## src/rtl/ubvcska_acc24.sv

```systemverilog
// Streaming 24-bit framed accumulator built on a variable-block-size carry-skip adder.
// Each frame yields {carry_cnt, acc}, a saturating beat count and a sticky overflow flag.

module ubvcska_skip_blk #(
  parameter int N = 4
) (
  input  logic [N-1:0] a,
  input  logic [N-1:0] b,
  input  logic         cin,
  output logic [N-1:0] s,
  output logic         cout
);
  logic [N:0]   c_s;
  logic [N-1:0] p_s;

  // Ripple inside the block; the block carry bypasses the ripple when every bit propagates.
  always_comb begin
    c_s    = {(N+1){1'b0}};
    p_s    = {N{1'b0}};
    s      = {N{1'b0}};
    c_s[0] = cin;
    for (int i = 0; i < N; i++) begin
      p_s[i]   = a[i] ^ b[i];
      s[i]     = p_s[i] ^ c_s[i];
      c_s[i+1] = (a[i] & b[i]) | (p_s[i] & c_s[i]);
    end
    if (&p_s) begin
      cout = cin;
    end else begin
      cout = c_s[N];
    end
  end
endmodule

module UBVCSkA_23_0_23_0 (
  input  logic [23:0] X,
  input  logic [23:0] Y,
  output logic [24:0] S
);
  // Block sizes 2-3-4-6-4-3-2: short end blocks, long middle block to balance the skip path.
  logic c1_s, c2_s, c3_s, c4_s, c5_s, c6_s, c7_s;

  ubvcska_skip_blk #(.N(2)) u_b0 (.a(X[1:0]),   .b(Y[1:0]),   .cin(1'b0), .s(S[1:0]),   .cout(c1_s));
  ubvcska_skip_blk #(.N(3)) u_b1 (.a(X[4:2]),   .b(Y[4:2]),   .cin(c1_s), .s(S[4:2]),   .cout(c2_s));
  ubvcska_skip_blk #(.N(4)) u_b2 (.a(X[8:5]),   .b(Y[8:5]),   .cin(c2_s), .s(S[8:5]),   .cout(c3_s));
  ubvcska_skip_blk #(.N(6)) u_b3 (.a(X[14:9]),  .b(Y[14:9]),  .cin(c3_s), .s(S[14:9]),  .cout(c4_s));
  ubvcska_skip_blk #(.N(4)) u_b4 (.a(X[18:15]), .b(Y[18:15]), .cin(c4_s), .s(S[18:15]), .cout(c5_s));
  ubvcska_skip_blk #(.N(3)) u_b5 (.a(X[21:19]), .b(Y[21:19]), .cin(c5_s), .s(S[21:19]), .cout(c6_s));
  ubvcska_skip_blk #(.N(2)) u_b6 (.a(X[23:22]), .b(Y[23:22]), .cin(c6_s), .s(S[23:22]), .cout(c7_s));

  assign S[24] = c7_s;
endmodule

module ubvcska_acc24 #(
  parameter int CW = 8
) (
  input  logic        clk,
  input  logic        rst_n,
  input  logic        in_valid,
  output logic        in_ready,
  input  logic [23:0] in_data,
  input  logic        in_last,
  output logic        out_valid,
  input  logic        out_ready,
  output logic [31:0] out_sum,
  output logic [8:0]  out_beats,
  output logic        out_ovf
);
  localparam logic [1:0] IDLE = 2'd0;
  localparam logic [1:0] ACC  = 2'd1;
  localparam logic [1:0] DONE = 2'd2;

  logic [1:0]  state_r;
  logic        in_ready_r;
  logic        out_valid_r;
  logic [23:0] acc_r;
  logic [7:0]  carry_cnt_r;
  logic [8:0]  beats_r;
  logic        ovf_r;

  logic [23:0] add_x_s;
  logic [24:0] add_s;
  logic        accept_s;
  logic        xfer_s;

  assign accept_s = in_valid & in_ready_r;
  assign xfer_s   = out_valid_r & out_ready;

  // Adder X operand: zero outside ACC so a frame's first beat loads cleanly.
  always_comb begin
    if (state_r == ACC) begin
      add_x_s = acc_r;
    end else begin
      add_x_s = 24'd0;
    end
  end

  UBVCSkA_23_0_23_0 u_add (
    .X(add_x_s),
    .Y(in_data),
    .S(add_s)
  );

  // Frame FSM plus accumulator, carry count, beat count and overflow registers.
  always_ff @(posedge clk or negedge rst_n) begin
    if (!rst_n) begin
      state_r     <= IDLE;
      in_ready_r  <= 1'b1;
      out_valid_r <= 1'b0;
      acc_r       <= 24'd0;
      carry_cnt_r <= 8'd0;
      beats_r     <= 9'd0;
      ovf_r       <= 1'b0;
    end else begin
      case (state_r)
        IDLE: begin
          if (accept_s) begin
            acc_r       <= add_s[23:0];
            carry_cnt_r <= 8'd0;
            beats_r     <= 9'd1;
            ovf_r       <= 1'b0;
            state_r     <= in_last ? DONE : ACC;
            in_ready_r  <= ~in_last;
            out_valid_r <= in_last;
          end else begin
            state_r <= IDLE;
          end
        end
        ACC: begin
          if (accept_s) begin
            acc_r <= add_s[23:0];
            if (add_s[24]) begin
              carry_cnt_r <= carry_cnt_r + 8'd1;
              if (carry_cnt_r == 8'd255) begin
                ovf_r <= 1'b1;
              end else begin
                ovf_r <= ovf_r;
              end
            end else begin
              carry_cnt_r <= carry_cnt_r;
            end
            if (beats_r != 9'd511) begin
              beats_r <= beats_r + 9'd1;
            end else begin
              beats_r <= beats_r;
            end
            state_r     <= in_last ? DONE : ACC;
            in_ready_r  <= ~in_last;
            out_valid_r <= in_last;
          end else begin
            state_r <= ACC;
          end
        end
        DONE: begin
          if (xfer_s) begin
            state_r     <= IDLE;
            in_ready_r  <= 1'b1;
            out_valid_r <= 1'b0;
          end else begin
            state_r <= DONE;
          end
        end
        default: begin
          state_r     <= IDLE;
          in_ready_r  <= 1'b1;
          out_valid_r <= 1'b0;
        end
      endcase
    end
  end

  assign in_ready  = in_ready_r;
  assign out_valid = out_valid_r;
  assign out_sum   = {carry_cnt_r, acc_r};
  assign out_beats = beats_r;
  assign out_ovf   = ovf_r;
endmodule

```

## config.mk

```make
export PLATFORM = sky130hd
export DESIGN_NAME = ubvcska_acc24
export DESIGN_NICKNAME = d
export VERILOG_FILES = /design/src/rtl/ubvcska_acc24.sv
export SDC_FILE = /design/constraint.sdc
export NUM_CORES = 1
export LEC_CHECK = 0
export BUFFER_PORTS_ARGS = -buffer_cell sky130_fd_sc_hd__buf_2
export CAP_MARGIN = 20
export CORE_MARGIN = 4
export CORE_UTILIZATION = 30
export DETAILED_ROUTE_END_ITERATION = 12
export RECOVER_POWER = 25
export SETUP_SLACK_MARGIN = 0.1
export SLEW_MARGIN = 20
export SYNTH_ARGS = -nofsm -noshare
export SYNTH_HDL_FRONTEND = slang
export SYNTH_HIERARCHICAL = 1
export SYNTH_SLANG_ARGS = --single-unit
```

## constraint.sdc

```tcl
create_clock -name clk -period 13.71 [get_ports clk]
set_input_delay 0.6855 -clock clk [delete_from_list [all_inputs] [get_ports clk]]
set_output_delay 0.6855 -clock clk [all_outputs]
set_load 0.02 [all_outputs]
```

==> run_results.csv, run 1 <==
group,metric,value,unit
status,status,"finished with violations",
status,violations,"capacitance limit, slew limit",
drt,route.vias.total,2564,
clock_network,cts_tree,"built",
logic_synthesis,seq_area_frac_synth,34.2,%
logic_synthesis,yosys.area_share.simple,23.1,%
drt,vias_per_cell,4.38,
timing,setup_viol,0,
timing,rsz0062_at_grt,"no",
logic_synthesis,synthArstFlopShare,100,%
setup_path,crit_required,13.88,ns
power_and_ir_drop,power.density,69.1,nW/um2
timing,worstMarginPinSlew,2.53,ns
drt,drt_iter0_drc,77,
setup_path,crit_type,"reg -> reg",
clock_network,cts_buffer_depth,2,
drt,wl_per_cell,12.4,um
drt,drtAntennaViolNets,0,
place,hpwl,5560,um
logic_synthesis,synthAdderAreaFrac,24.3,%
global_routing,grt_pass1_wl,12400,um
setup_path,critPathSlowestCell,"dfrtp_1",
clock_network,cts.sinks,46,
global_routing,antenna_found_initial,0,
place,place_congestion,0.810,
die,core_area,10900,um2
layout,diodes,0,
timing,max_freq,83.3,MHz
die,die_x,114,um
power_and_ir_drop,ir_worst_vdd,0.0000485,V
logic_synthesis,synth-edff-count,0,
timing,post-route-period-util,87.5,%
die,rows,38,
setup_path,cp_common_cell,"fa_1",
logic_synthesis,synth_area,3370,um2
drt,remaining_drc_errors,0,
die,ios,73,
global_routing,gr-total-overflow,0,
clock_network,clk_latency,0.28,ns
clock_network,postCtsHoldBufs,0,
die,dieArea,13000,um2
layout,final_cells,585,
global_routing,grt_max_degree,47,
logic_synthesis,synthXorXnorAreaFrac,1.56,%
power_and_ir_drop,leakage,0.00222,uW
layout,drive_above_1_share,20.4,%
logic_synthesis,synth_compound_area_share,4.94,%
timing,hold_ws,0.490,ns
logic_synthesis,yosys_register_bits,46,
clock_network,path_clk_slew,0.07,ns
timing,slew_headroom,-68.8,%
timing,hold_viol,0,
timing,fin_worst_skew,0.00672,ns
clock_network,post_cts_resized,0,
die,die_y,114,um
logic_synthesis,synth_ff_type,"dfrtp_1",
logic_synthesis,synth_nets,456,
clock_network,cts-buffers-inserted,5,
drt,drt-pass1-iter-count,4,
global_routing,grt_usage,11.7,%
drt,wirelength,7250,um
setup_path,path_max_fanout,29,
logic_synthesis,ys_types,40,
timing,drv_slew,47,
setup_path,crit_path_start_kind,"flop",
logic_synthesis,synth.avg_cell_area,8.96,um2
logic_synthesis,synth.mux.area_fraction,2.75,%
setup_path,critPathMaxStageDelay,0.56,ns
clock_network,post-cts-setup-buffers,0,
die,initial_utilization,30.8,%
global_routing,grt_pass1_vias,2564,
place,io_buffers,72,
setup_path,arrival,12.17,ns
timing,tns,0,ns
clock_network,cts_root_buf,"clkbuf_16",
job,maxCapViolations,1,
layout,final_nets,524,
timing,setup_ws,1.71,ns
place,place_inst,577,
logic_synthesis,yosysWarnings,6,
layout,layout-area-overhead-vs-synth,18.7,%
timing,min_period,12.00,ns
logic_synthesis,syn_inst,376,
place,dp_slack,1.72,ns
min_path,hold_path.class,"reg -> reg",
logic_synthesis,synth_top_family_by_area,"adder cells",
setup_path,worstSetupEndpointType,"flop",
clock_network,htreeDepth,2,
[area by class of cell]
type	count	area [um2]
Clock inverter	3	25.0
Timing Repair Buffer	74	374
Tap cell	140	175
Clock buffer	5	125
Sequential cell	46	1150
Multi-Input combinational cell	255	1920
Inverter	62	233
Fill cell	1127	6940
[layout by cell type (no fill, tap or decap), drive strengths merged, types with 2 or more instances in the layout]
master | Yosys | layout
mux2 | 2 | 2
mux2i | 7 | 7
nor4 | 3 | 3
dfrtp | 45 | 45
clkbuf | 4 | 6
and3 | 2 | 2
a21oi | 5 | 5
fa | 24 | 24
nand3 | 7 | 7
and2 | 25 | 25
o21ai | 11 | 11
nand4 | 9 | 9
buf | 9 | 73
nor2 | 12 | 12
nand2 | 95 | 95
inv | 62 | 63
a22o | 2 | 2
nor2b | 2 | 2
xnor2 | 5 | 5
a21o | 2 | 2
o31ai | 2 | 2
nor3 | 3 | 3
ha | 27 | 27
[critical path: cells and delay by family (launching register included)]
kind	cells	cell delay, ns
fa+ha+maj	24	6.88
buf+inv	19	1.66
flops	1	0.56
mux	8	1.73
simple gates	5	1.05
[kinds of logic after synthesis]
logic type	count (synthesis)
buffers and inverters	75
and+or+nand+nor	162
DFF	46
muxes	9
xor gates and xnor gates	6
adders and majority gates	51
AOI/OAI and AO/OA	26
other	1
[final timing paths]
kind / from / endpoint / slack [ns] / cells after the start
max: state_r[0] / out_ovf / 1.71 / 56
min: acc_r[19] / acc_r[19] / 0.49 / 2
max reg2reg: state_r[0] / out_ovf / 1.71 / 56
min reg2reg: acc_r[19] / acc_r[19] / 0.49 / 2
max in group asynchronous: rst_n / acc_r[9] / 11.09 / 1
min in group asynchronous: rst_n / carry_cnt_r[3] / 1.19 / 1
[registers in the layout, indices dropped and copies added (netlist names)]
name	flops
acc_r	24
carry_cnt_r	8
in_ready	1
out_beats	9
out_ovf	1
out_valid	1
state_r	2
[cell usage after synthesis, types with 2 or more instances]
library cell | count | area, um2
nand2_1 | 95 | 357
inv_1 | 62 | 233
dfrtp_1 | 45 | 1130
ha_1 | 27 | 338
and2_1 | 24 | 150
fa_1 | 24 | 480
nor2_1 | 11 | 41.3
o21ai_0 | 10 | 50.1
nand4_1 | 9 | 56.3
mux2i_1 | 7 | 70.1
nand3_1 | 7 | 35.0
buf_2 | 6 | 30.0
a21oi_1 | 5 | 25.0
xnor2_1 | 5 | 43.8
clkbuf_1 | 4 | 15.0
nor3_1 | 3 | 15.0
nor4_2 | 3 | 37.5
a21o_1 | 2 | 15.0
a22o_1 | 2 | 17.5
and3_1 | 2 | 12.5
buf_4 | 2 | 15.0
nor2b_1 | 2 | 12.5
o31ai_1 | 2 | 15.0
[layer usage]
layer,vias to the layer above,global-route usage [%],share of wire [%]
met5,-,0,0
met4,0,2.14,0.40
met3,2,2.44,4.7
met2,47,19.7,48
met1,1223,15.8,47
li1,1292,-,-
[metrics by stage]
| step | utilization [%] | instance area, um2 | power [uW] |
|---|---|---|---|
| 5_1_grt | 36.6 | 4000 | 290 |
| 2_1_floorplan | - | 3370 | 146 |
| 4_1_cts | 36.6 | 4000 | 281 |
| 3_3_place_gp | 35.2 | 3850 | 157 |
| 6_report | 36.6 | 4000 | 276 |
| 3_5_place_dp | 35.2 | 3850 | 157 |
[where the power goes]
group	switching, uW	total, uW	internal, uW
Combinational	11.1	18.2	7.07
Clock	54.1	123	68.6
Sequential	0	136	136
Total	65.2	276	211
(Power assumes the default switching activity.)
==> inputs of run 2 (changes only) <==
--- a/config.mk
+++ b/config.mk
@@ -8,8 +8,9 @@
 export BUFFER_PORTS_ARGS = -buffer_cell sky130_fd_sc_hd__buf_2
 export CAP_MARGIN = 20
 export CORE_MARGIN = 4
-export CORE_UTILIZATION = 30
+export CORE_UTILIZATION = 55
 export DETAILED_ROUTE_END_ITERATION = 12
+export PLACE_DENSITY = 0.81
 export RECOVER_POWER = 25
 export SETUP_SLACK_MARGIN = 0.1
 export SLEW_MARGIN = 20
==> run_results.csv, run 2 (same netlist as run 1, synthesis figures left out) <==
group,metric,value,unit
status,status,"finished with violations",
status,violations,"capacitance limit, slew limit",
clock_network,post_cts_resized,0,
power_and_ir_drop,comb_power_share,7.1,%
power_and_ir_drop,leakage,0.00220,uW
global_routing,grt_pass1_wl,12700,um
place,hpwl,5440,um
setup_path,arrival,11.95,ns
drt,drt-pass1-iter-count,4,
drt,wl_per_cell,13.9,um
setup_path,path_max_fanout,13,
die,ios,73,
die,die_y,86.3,um
layout,nFillCells,514,
timing,post-route-period-util,85.8,%
setup_path,worstSetupEndpointType,"flop",
drt,drt_iter0_drc,116,
timing,worstMarginPinSlew,2.45,ns
power_and_ir_drop,power.clock.fraction,40.0,%
setup_path,cp_common_cell,"fa_1",
place,place_congestion,0.814,
layout,largest_register_ffs,24,
timing,min_period,11.76,ns
drt,route.vias.total,2612,
global_routing,grtUsageMet2,37.6,%
timing,slew_headroom,-63.3,%
setup_path,critPathSlowestCell,"dfrtp_1",
clock_network,postCtsHoldBufs,0,
die,core_area,5920,um2
global_routing,grt_max_degree,47,
layout,final_cells,520,
power_and_ir_drop,ir_worst_vdd,0.0000439,V
power_and_ir_drop,p_sw_share,23.1,%
global_routing,gr-total-overflow,0,
drt,vias_per_cell,5.02,
layout,top_register,"acc_r",
die,die_x,86.3,um
global_routing,grt_usage,21.2,%
clock_network,cts_root_buf,"clkbuf_8",
setup_path,crit_type,"reg -> reg",
clock_network,clk_latency,0.30,ns
setup_path,path_delay_family,"adder cells",
job,maxCapViolations,1,
min_path,hold_path.class,"reg -> reg",
timing,fin_worst_skew,0.00844,ns
layout,drive_above_1_share,20.0,%
setup_path,crit_path_start_kind,"flop",
clock_network,htreeDepth,2,
setup_path,crit_required,13.90,ns
setup_path,worstPathBufferInverterCount,18,
power_and_ir_drop,power.density,66.2,nW/um2
drt,remaining_drc_errors,0,
timing,rsz0062_at_grt,"no",
timing,hold_viol,0,
power_and_ir_drop,p_int,197,uW
die,initial_utilization,56.9,%
power_and_ir_drop,power_frac_seq,52.9,%
place,place_inst,512,
timing,hold_ws,0.498,ns
place,io_buffers,72,
setup_path,critPathMaxStageDelay,0.58,ns
global_routing,grt_pass1_vias,2823,
die,dieArea,7440,um2
global_routing,use_met3,3.90,%
clock_network,cts-buffers-inserted,5,
clock_network,cts_buffer_depth,2,
global_routing,grt-busiest-layer,"met2",
timing,tns,0,ns
die,rows,28,
clock_network,cts.sinks,46,
layout,final_common_cell,"nand2_1",
clock_network,cts_tree,"built",
power_and_ir_drop,switchingPower,59.3,uW
layout,final_nets,524,
global_routing,antenna_found_initial,0,
global_routing,grt_use_met1,25.9,%
clock_network,post-cts-setup-buffers,0,
layout,multi_input_area,1910,um2
layout,layout-area-overhead-vs-synth,15.0,%
drt,drtAntennaViolNets,0,
timing,drv_slew,47,
layout,regArea,1150,um2
setup_path,ff2ff_setup_slack,1.95,ns
timing,max_freq,85.0,MHz
clock_network,path_clk_slew,0.09,ns
drt,wirelength,7210,um
layout,diodes,0,
layout,mostFrequentLayoutCells,"nand2_1 (95), buf_2 (71), inv_1 (62), dfrtp_1 (45), ha_1 (27)",
timing,setup_viol,0,
## run 2: worst paths after layout
check                       endpoint  startpoint  cells past startpoint
setup / recovery             out_ovf  state_r[0]                     55
hold / removal              acc_r[0]    acc_r[0]                      2
setup reg to reg             out_ovf  state_r[0]                     55
hold reg to reg             acc_r[0]    acc_r[0]                      2
max in group asynchronous  acc_r[10]       rst_n                      1
min in group asynchronous   acc_r[1]       rst_n                      1
## run 2: layout make-up
class,instances,area share [%]
well taps,75,2.42
clock buffers,6,1.87
repair buffers,74,9.65
flip-flops and latches,46,29.7
inverters,62,6.00
clock inverters,2,0.968
multi-input cells,255,49.4
## run 2: through the flow
| step | worst slack (ns) | area [um2] | util, % | total power [uW] |
|---|---|---|---|---|
| final | 1.95 | 3880 | 65.5 | 256 |
| after global routing | 1.22 | 3880 | 65.5 | 268 |
| after CTS | 2.01 | 3880 | 65.5 | 259 |
| after detailed placement | 2.05 | 3770 | 63.6 | 157 |
| after global placement | 2.46 | 3770 | 63.6 | 156 |
| after floorplan | 3.40 | 3370 | - | 146 |
## run 2: worst register-to-register path, delay by kind of cell (launching register included)
family | cells | cell delay (ns)
buffers and inverters | 18 | 1.44
and+or+nand+nor | 5 | 1.02
DFF | 1 | 0.58
adders and majority gates | 24 | 6.99
muxes | 8 | 1.62
## run 2: layer usage
metal	wire length, um	share of wire, %
met2	3680	51
met4	145	2.0
met1	2990	41
met3	395	5.5
met5	0	0
## run 2: power groups by stage
stage	clock network, uW	registers [uW]	logic [uW]
global placement	0	138	17.6
detailed placement	0	138	18.7
global route	111	136	21.7
CTS	105	136	18.8
finish	103	136	18.3
floorplan	0	138	7.77
